File: src/rtl/mem_port_arbiter_if.sv
// Bundles the fetch, data and RAM-side signals of mem_port_arbiter.
// slave = arbiter view; master = requesters plus RAM view.
interface mem_port_arbiter_if #(
    parameter int AW = 10,
    parameter int DW = 32
);
    logic              i_req;
    logic [AW-1:0]     i_addr;
    logic              i_gnt;
    logic              i_rvalid;
    logic [DW-1:0]     i_rdata;

    logic              d_req;
    logic              d_we;
    logic [DW/8-1:0]   d_be;
    logic [AW-1:0]     d_addr;
    logic [DW-1:0]     d_wdata;
    logic              d_gnt;
    logic              d_rvalid;
    logic [DW-1:0]     d_rdata;

    logic              mem_en;
    logic              mem_we;
    logic [DW/8-1:0]   mem_be;
    logic [AW-1:0]     mem_addr;
    logic [DW-1:0]     mem_wdata;
    logic [DW-1:0]     mem_rdata;

    modport slave (
        input  i_req, i_addr, d_req, d_we, d_be, d_addr, d_wdata, mem_rdata,
        output i_gnt, i_rvalid, i_rdata, d_gnt, d_rvalid, d_rdata,
        output mem_en, mem_we, mem_be, mem_addr, mem_wdata
    );

    modport master (
        output i_req, i_addr, d_req, d_we, d_be, d_addr, d_wdata, mem_rdata,
        input  i_gnt, i_rvalid, i_rdata, d_gnt, d_rvalid, d_rdata,
        input  mem_en, mem_we, mem_be, mem_addr, mem_wdata
    );
endinterface

File: src/rtl/mem_port_arbiter.sv
// Shares one single-port sync RAM between instruction fetch and data ports.
// Define MEM_PORT_ARBITER_RR_EN for round-robin; default is data > fetch with anti-starvation.
module mem_port_arbiter #(
    parameter int AW         = 10,
    parameter int DW         = 32,
    parameter int MEM_LAT    = 1,
    parameter int STARVE_MAX = 4
) (
    input  logic              clk,
    input  logic              rst,
    mem_port_arbiter_if.slave bus
);
    typedef enum logic {OWN_FETCH = 1'b0, OWN_DATA = 1'b1} owner_t;

    typedef struct packed {
        logic   valid;
        owner_t owner;
        logic   we;
    } tag_t;

    logic   grant_i;
    logic   grant_d;
    tag_t   tag_q [MEM_LAT];
    tag_t   tag_new;
    tag_t   tail;

`ifdef MEM_PORT_ARBITER_RR_EN
    owner_t last_owner;
`else
    localparam int SW = $clog2(STARVE_MAX + 1);
    logic [SW-1:0] starve_cnt;
`endif

    // Grants are gated by rst so nothing reaches the RAM while reset is held.
    always_comb begin
        grant_i = 1'b0;
        grant_d = 1'b0;
        if (!rst) begin
            if (bus.i_req && bus.d_req) begin
`ifdef MEM_PORT_ARBITER_RR_EN
                if (last_owner == OWN_DATA) grant_i = 1'b1;
                else                        grant_d = 1'b1;
`else
                if (starve_cnt == SW'(STARVE_MAX)) grant_i = 1'b1;
                else                               grant_d = 1'b1;
`endif
            end else if (bus.i_req) begin
                grant_i = 1'b1;
            end else if (bus.d_req) begin
                grant_d = 1'b1;
            end
        end
    end

    always_comb begin
        bus.i_gnt     = grant_i;
        bus.d_gnt     = grant_d;
        bus.mem_en    = grant_i | grant_d;
        bus.mem_we    = grant_d & bus.d_we;
        bus.mem_be    = (grant_d && bus.d_we) ? bus.d_be : '0;
        bus.mem_wdata = (grant_d && bus.d_we) ? bus.d_wdata : '0;
        bus.mem_addr  = grant_d ? bus.d_addr : (grant_i ? bus.i_addr : '0);
    end

    always_comb begin
        tag_new.valid = grant_i | grant_d;
        tag_new.owner = grant_d ? OWN_DATA : OWN_FETCH;
        tag_new.we    = grant_d & bus.d_we;
        tail          = tag_q[MEM_LAT-1];
    end

`ifdef MEM_PORT_ARBITER_RR_EN
    always_ff @(posedge clk or posedge rst) begin
        if (rst) begin
            last_owner <= OWN_DATA;
        end else if (grant_i) begin
            last_owner <= OWN_FETCH;
        end else if (grant_d) begin
            last_owner <= OWN_DATA;
        end
    end
`else
    always_ff @(posedge clk or posedge rst) begin
        if (rst) begin
            starve_cnt <= '0;
        end else if (bus.i_req && !grant_i) begin
            starve_cnt <= starve_cnt + SW'(1);
        end else begin
            starve_cnt <= '0;
        end
    end
`endif

    // Tag pipeline tracks who owns each in-flight RAM access, in grant order.
    always_ff @(posedge clk or posedge rst) begin
        if (rst) begin
            for (int k = 0; k < MEM_LAT; k++) tag_q[k] <= '0;
        end else begin
            tag_q[0] <= tag_new;
            for (int k = 1; k < MEM_LAT; k++) tag_q[k] <= tag_q[k-1];
        end
    end

    always_ff @(posedge clk or posedge rst) begin
        if (rst) begin
            bus.i_rvalid <= 1'b0;
            bus.d_rvalid <= 1'b0;
            bus.i_rdata  <= '0;
            bus.d_rdata  <= '0;
        end else begin
            bus.i_rvalid <= tail.valid && (tail.owner == OWN_FETCH);
            bus.d_rvalid <= tail.valid && (tail.owner == OWN_DATA);
            if (tail.valid && tail.owner == OWN_FETCH) bus.i_rdata <= bus.mem_rdata;
            if (tail.valid && tail.owner == OWN_DATA)
                bus.d_rdata <= tail.we ? '0 : bus.mem_rdata;
        end
    end
endmodule

File: src/flat_wrapper.sv
// flat-port wrapper written by rule: the top's interface ports become plain ports
module mem_port_arbiter_flat 
#(
    parameter int AW         = 10,
    parameter int DW         = 32,
    parameter int MEM_LAT    = 1,
    parameter int STARVE_MAX = 4
)
  (clk, rst, bus_i_req, bus_i_addr, bus_d_req, bus_d_we, bus_d_be, bus_d_addr, bus_d_wdata, bus_mem_rdata, bus_i_gnt, bus_i_rvalid, bus_i_rdata, bus_d_gnt, bus_d_rvalid, bus_d_rdata, bus_mem_en, bus_mem_we, bus_mem_be, bus_mem_addr, bus_mem_wdata);
  mem_port_arbiter_if #(.AW(AW), .DW(DW)) bus_i ();
  input  logic clk;
  input  logic rst;
  input wire logic [$bits(bus_i.i_req)-1:0] bus_i_req;
  input wire logic [$bits(bus_i.i_addr)-1:0] bus_i_addr;
  input wire logic [$bits(bus_i.d_req)-1:0] bus_d_req;
  input wire logic [$bits(bus_i.d_we)-1:0] bus_d_we;
  input wire logic [$bits(bus_i.d_be)-1:0] bus_d_be;
  input wire logic [$bits(bus_i.d_addr)-1:0] bus_d_addr;
  input wire logic [$bits(bus_i.d_wdata)-1:0] bus_d_wdata;
  input wire logic [$bits(bus_i.mem_rdata)-1:0] bus_mem_rdata;
  output wire logic [$bits(bus_i.i_gnt)-1:0] bus_i_gnt;
  output wire logic [$bits(bus_i.i_rvalid)-1:0] bus_i_rvalid;
  output wire logic [$bits(bus_i.i_rdata)-1:0] bus_i_rdata;
  output wire logic [$bits(bus_i.d_gnt)-1:0] bus_d_gnt;
  output wire logic [$bits(bus_i.d_rvalid)-1:0] bus_d_rvalid;
  output wire logic [$bits(bus_i.d_rdata)-1:0] bus_d_rdata;
  output wire logic [$bits(bus_i.mem_en)-1:0] bus_mem_en;
  output wire logic [$bits(bus_i.mem_we)-1:0] bus_mem_we;
  output wire logic [$bits(bus_i.mem_be)-1:0] bus_mem_be;
  output wire logic [$bits(bus_i.mem_addr)-1:0] bus_mem_addr;
  output wire logic [$bits(bus_i.mem_wdata)-1:0] bus_mem_wdata;
  assign bus_i.i_req = bus_i_req;
  assign bus_i.i_addr = bus_i_addr;
  assign bus_i.d_req = bus_d_req;
  assign bus_i.d_we = bus_d_we;
  assign bus_i.d_be = bus_d_be;
  assign bus_i.d_addr = bus_d_addr;
  assign bus_i.d_wdata = bus_d_wdata;
  assign bus_i.mem_rdata = bus_mem_rdata;
  assign bus_i_gnt = bus_i.i_gnt;
  assign bus_i_rvalid = bus_i.i_rvalid;
  assign bus_i_rdata = bus_i.i_rdata;
  assign bus_d_gnt = bus_i.d_gnt;
  assign bus_d_rvalid = bus_i.d_rvalid;
  assign bus_d_rdata = bus_i.d_rdata;
  assign bus_mem_en = bus_i.mem_en;
  assign bus_mem_we = bus_i.mem_we;
  assign bus_mem_be = bus_i.mem_be;
  assign bus_mem_addr = bus_i.mem_addr;
  assign bus_mem_wdata = bus_i.mem_wdata;
  mem_port_arbiter #(.AW(AW), .DW(DW), .MEM_LAT(MEM_LAT), .STARVE_MAX(STARVE_MAX)) u_core (.clk(clk), .rst(rst), .bus(bus_i));
endmodule
File: config.mk
export PLATFORM = sky130hd
export DESIGN_NAME = mem_port_arbiter_flat
export DESIGN_NICKNAME = d
export VERILOG_FILES = /design/src/rtl/mem_port_arbiter_if.sv /design/src/rtl/mem_port_arbiter.sv /design/src/flat_wrapper.sv
export SDC_FILE = /design/constraint.sdc
export NUM_CORES = 1
export LEC_CHECK = 0
export BUFFER_PORTS_ARGS = -buffer_cell sky130_fd_sc_hd__buf_2
export CAP_MARGIN = 0
export CORE_ASPECT_RATIO = 0.8
export CORE_MARGIN = 4
export CORE_UTILIZATION = 38
export CTS_CLUSTER_DIAMETER = 80
export DETAILED_ROUTE_END_ITERATION = 7
export PLACE_DENSITY = 0.76
export SLEW_MARGIN = 20
export SYNTH_ARGS = -nofsm -noshare
export SYNTH_HDL_FRONTEND = slang
export SYNTH_SLANG_ARGS = --single-unit
File: constraint.sdc
create_clock -name clk -period 2 [get_ports clk]
set_clock_uncertainty 0.1 [all_clocks]
set_input_delay 0.2 -clock clk [delete_from_list [all_inputs] [get_ports clk]]
set_output_delay 0.2 -clock clk [all_outputs]
set_load 0.01 [all_outputs]
* After elaboration in Yosys (flattened, before gate mapping)
Index checks and enable logic that the tools add are counted.
** Cells by class
- Div/mod/pow operators :: 0
- Shifts and indexed selects :: 0
- Equality and inequality tests :: 1
- Reductions and logical operators :: 6
- $lt $le $gt $ge :: 0
- Add/sub/neg operators :: 1
- Multipliers :: 0
- Bitwise logic cells :: 3
- Mux-type cells :: 16
** Operator list (count)
- $mux 32 :: 2
- $mux 10 :: 2
- $mux 1 :: 10
- $logic_and 1x1->1 :: 5
- $mux 4 :: 1
- $add 3x1->3 const B :: 1
- $eq 3x3->1 const B :: 1
- $mux 3 :: 1
- $and 1x1->1 :: 1
- $logic_not 1->1 :: 1
- $not 1->1 :: 1
- $or 1x1->1 :: 1
** Storage, ports and cells
- Memories kept :: 0
- RAM bits :: 0
- Input bits :: 93
- Output and inout port bits :: 116
- Register bits after elaboration :: 72
- Memory bits (read-only) :: 0
- Latch bits :: 0
- Word-level logic and storage cells :: 35

* Depth between registers and ports, before layout
- Depth in word-level cells :: 7
- Depth in mapped cells :: 6
- Mapped depth without buffers :: 5

* Worst setup path after synthesis
Ideal clock, no wire load.
- Kind :: register to output
- Start point :: register u_core.starve_cnt[0]
- End point :: output port bus_mem_be[0]
- Stages on the path, launching flop included :: 6
- Slack :: 285 ps
- Arrival time :: 1415 ps
- Cells stage by stage :: dfrtp_1 inv_1 ha_1 a311oi_4 buf_6 and2_2
** On the way
- Word-level cells in the longest chain between the ends :: 6
** Ends and longest elaborated chain
- from (decl) :: RTL line mem_port_arbiter.sv:31 : logic [SW-1:0] starve_cnt;
- from (signal assigned) :: RTL line mem_port_arbiter.sv:87 : starve_cnt <= starve_cnt + SW'(1);
- $eq 3x3->1 :: RTL line mem_port_arbiter.sv:44 : if (starve_cnt == SW'(STARVE_MAX)) grant_i = 1'b1;
- $mux 1 :: RTL line mem_port_arbiter.sv:44
- $mux 1 :: RTL line mem_port_arbiter.sv:39 : if (bus.i_req && bus.d_req) begin
- $mux 1 :: RTL line mem_port_arbiter.sv:38 : if (!rst) begin
- $logic_and 1x1->1 :: RTL line mem_port_arbiter.sv:60 : bus.mem_be = (grant_d && bus.d_we) ? bus.d_be : '0;
- $mux 4 :: RTL line mem_port_arbiter.sv:60
- to (decl) :: RTL line flat_wrapper.sv:29 : output wire logic [$bits(bus_i.mem_be)-1:0] bus_mem_be;
No other way between the ends.

* Worst setup path in the final report
- Start point :: register u_core.starve_cnt[0]
- End point :: output port bus_mem_wdata[5]
** On the way
- Word-level cells in the longest chain between the ends :: 6
** Ends and longest elaborated chain
- $eq 3x3->1 :: RTL line mem_port_arbiter.sv:44
- $mux 1 :: RTL line mem_port_arbiter.sv:44
- $mux 1 :: RTL line mem_port_arbiter.sv:39
- $mux 1 :: RTL line mem_port_arbiter.sv:38
- $logic_and 1x1->1 :: RTL line mem_port_arbiter.sv:61 : bus.mem_wdata = (grant_d && bus.d_we) ? bus.d_wdata : '0;
- $mux 32 :: RTL line mem_port_arbiter.sv:61
- to (decl) :: RTL line flat_wrapper.sv:31 : output wire logic [$bits(bus_i.mem_wdata)-1:0] bus_mem_wdata;
No other way between the ends.

==> results.json <==
{
  "hold_slack_ns": 0.0161,
  "ant_nets": 0,
  "maxSlewHeadroom": 0.484,
  "hpwlAfterDp_mm": 7.01,
  "synthXorXnorAreaFrac": 0.00271,
  "antenna_found_initial": 1,
  "grt_pass1_vias": 3048,
  "synth_top_area_frac": 0.558,
  "async_reset_ff_frac": 1.00,
  "leakage_uw": 0.00269,
  "post-route-worst-setup-slack_ns": -0.0854,
  "synth-simple-area-share": 0.191,
  "failed_checks": "negative setup slack",
  "cts.sinks": 72,
  "period_needed_ns": 2.09,
  "crit_type": "register to output pin",
  "ioPinCount": 209,
  "row_count": 29,
  "crit_slowest_cell": "dfrtp_1",
  "synth_fp_nets": 382,
  "grt_usage": 0.193,
  "rsz0062_at_grt": "yes",
  "synth_compound_area_frac": 0.0907,
  "ys_top_cells_by_area": "dfrtp_1, mux2_2, nand2b_1",
  "ys_seq_area_frac": 0.558,
  "power_density_nw_per_um2": 816,
  "power_uw": 4160,
  "yosys_most_used_dff": "dfrtp_1",
  "drtIter0Drc": 100,
  "first_pass_iters": 4,
  "crit_family": "buffers and inverters",
  "wl_per_cell_um": 15.8,
  "setup_tns_ns": -2.21,
  "fin_nets": 614,
  "slowest_delay_ns": 0.38,
  "syn-mean-instance-area_um2": 11.2,
  "status": "finished, violations left",
  "clock_path_buffers": 2,
  "path_clk_slew_ns": 0.08,
  "layout.cells.non_filler": 633,
  "critPathArrivalTime_ns": 1.79,
  "synth.most_common_cell": "dfrtp_1",
  "die_y_um": 90.4,
  "yosysTopAreaCell": "dfrtp_1",
  "crit_buf_inv": 4,
  "via_per_inst": 4.57,
  "yosys.area_share.adder": 0.00775,
  "critPathCaptureType": "output pin",
  "start_util": 0.399,
  "required_ns": 1.70,
  "grt_pass1_wl_mm": 15.9,
  "ir_drop_v": 0.000479,
  "fp.dieW_um": 111,
  "synth-seq-cells": 72,
  "grt_max_degree": 73,
  "num_vias": 2893,
  "clock.fmax_mhz": 480,
  "finalHoldViolCount": 0,
  "drive_gt1_frac": 0.565,
  "synth_commonest_cells": "dfrtp_1, nand2_1, o21ai_0",
  "core-area_um2": 8090,
  "gp_congestion": 0.829,
  "worst_pin_slew_ns": 0.774,
  "post-route-period-util": 1.04,
  "die_area_um2": 10000,
  "synth_top_family_by_area": "simple AND/OR/NAND/NOR gates",
  "cts_tree": "done",
  "synth_edf_count": 0,
  "fin_util": 0.630,
  "areaGrowthSynthToFinish_pct": 58.0,
  "htree_levels": 3,
  "yosysWarnings": 0,
  "place_inst": 591,
  "clock_latency_ns": 0.33,
  "critical_path.startpoint_type": "register",
  "syn_area_um2": 3230,
  "root_buffer": "clkbuf_8",
  "drc_errors": 0,
  "hold_path_class": "primary input to register",
  "path_cells": "inv_2, ha_4, a311oi_4, buf_6, buf_16, and2_1, buf_2",
  "setup_violations": 38,
  "path_max_fanout": 9,
  "port_buffers": 208,
  "max-cap-violations": 0,
  "wirelength_mm": 9.99,
  "synth_cells": 287,
  "synth_mux_area_frac": 0.112,
  "cts_buffers": 9,
  "ys_types": 21,
  "slew_violations": 0,
  "grt-ovfl-total": 0
}
[layout by cell type, fill, tap and decap left out, types with 2 or more instances in the layout]
| cell type | count |
|---|---|
| buf_2 | 188 |
| dfrtp_1 | 72 |
| o21ai_0 | 33 |
| mux2_2 | 32 |
| nand2b_1 | 32 |
| nand2_1 | 32 |
| buf_6 | 23 |
| and2_1 | 19 |
| dlygate4sd3_1 | 17 |
| and2_4 | 16 |
| a22o_1 | 10 |
| clkbuf_8 | 10 |
| buf_4 | 6 |
| nor2_1 | 5 |
| inv_1 | 3 |
| buf_12 | 3 |
| inv_2 | 2 |
| inv_6 | 2 |
| bufinv_16 | 2 |
| buf_16 | 2 |
[layout make-up]
cell class,instances,area [um2]
inverter,6,26.3
timing repair buffer,240,1560
multi-input combinational,190,1350
tap,108,135
clock inverter,5,86.3
clock buffer,11,141
fill,664,2990
antenna,1,2.50
sequential,72,1800
[cells by family after synthesis]
family / count (synthesis)
DFF: 72
muxes: 32
buffers and inverters: 25
xor gates and xnor gates: 1
and+or+nand+nor: 109
AOI/OAI and AO/OA: 46
adders and majority gates: 2
[power by group]
group	leakage (uW)	internal [uW]	total [uW]	switching, uW
logic	0.00170	517	1030	509
registers	0.000876	1710	1840	137
clock network	0.000115	748	1290	544
[sequential cells by signal (all words and copies together), names as in the netlist]
signal               count
u_core.bus.d_rdata      32
u_core.bus.d_rvalid      1
u_core.bus.i_rdata      32
u_core.bus.i_rvalid      1
u_core.starve_cnt        3
u_core.tag_q             3
[path summary, 6_finish.rpt]
| path | from | endpoint | slack [ns] | cells past startpoint |
|---|---|---|---|---|
| setup / recovery | u_core.starve_cnt[0] | bus_mem_wdata[5] | -0.09 | 7 |
| hold / removal | bus_mem_rdata[19] | u_core.bus.i_rdata[19] | 0.02 | 2 |
| setup reg to reg | u_core.tag_q[1] | u_core.bus.d_rdata[7] | 0.57 | 3 |
| hold reg to reg | u_core.bus.d_rdata[25] | u_core.bus.d_rdata[25] | 0.37 | 2 |
| max in group asynchronous | rst | u_core.bus.i_rdata[30] | 1.00 | 4 |
| min in group asynchronous | rst | u_core.starve_cnt[2] | 0.47 | 4 |
[repair_timing]
item	in CTS	in global routing
cloned	3	2
setup buffers	3	0
hold buffers	13	4
resized for setup	26	23
setup endpoints to repair	48	47
pin swaps	3	9
hold endpoints to repair	83	4
[layer usage]
metal	vias up	wire, um	GRT usage	part of all wire
met5	-	0	0	0
met4	0	166	0.0466	0.017
li1	1416	-	-	-
met2	106	5050	0.329	0.51
met1	1358	4050	0.237	0.40
met3	13	730	0.0656	0.073
[stage by stage]
stage | instance area, um2 | setup slack, ns
6_report | 5100 | -0.0854
5_1_grt | 5100 | -0.172
4_1_cts | 4970 | -0.0681
3_5_place_dp | 4410 | 0.209
3_3_place_gp | 4410 | 0.251
2_1_floorplan | 3230 | 0.285
Note: power is estimated with default switching activity, not from simulation.
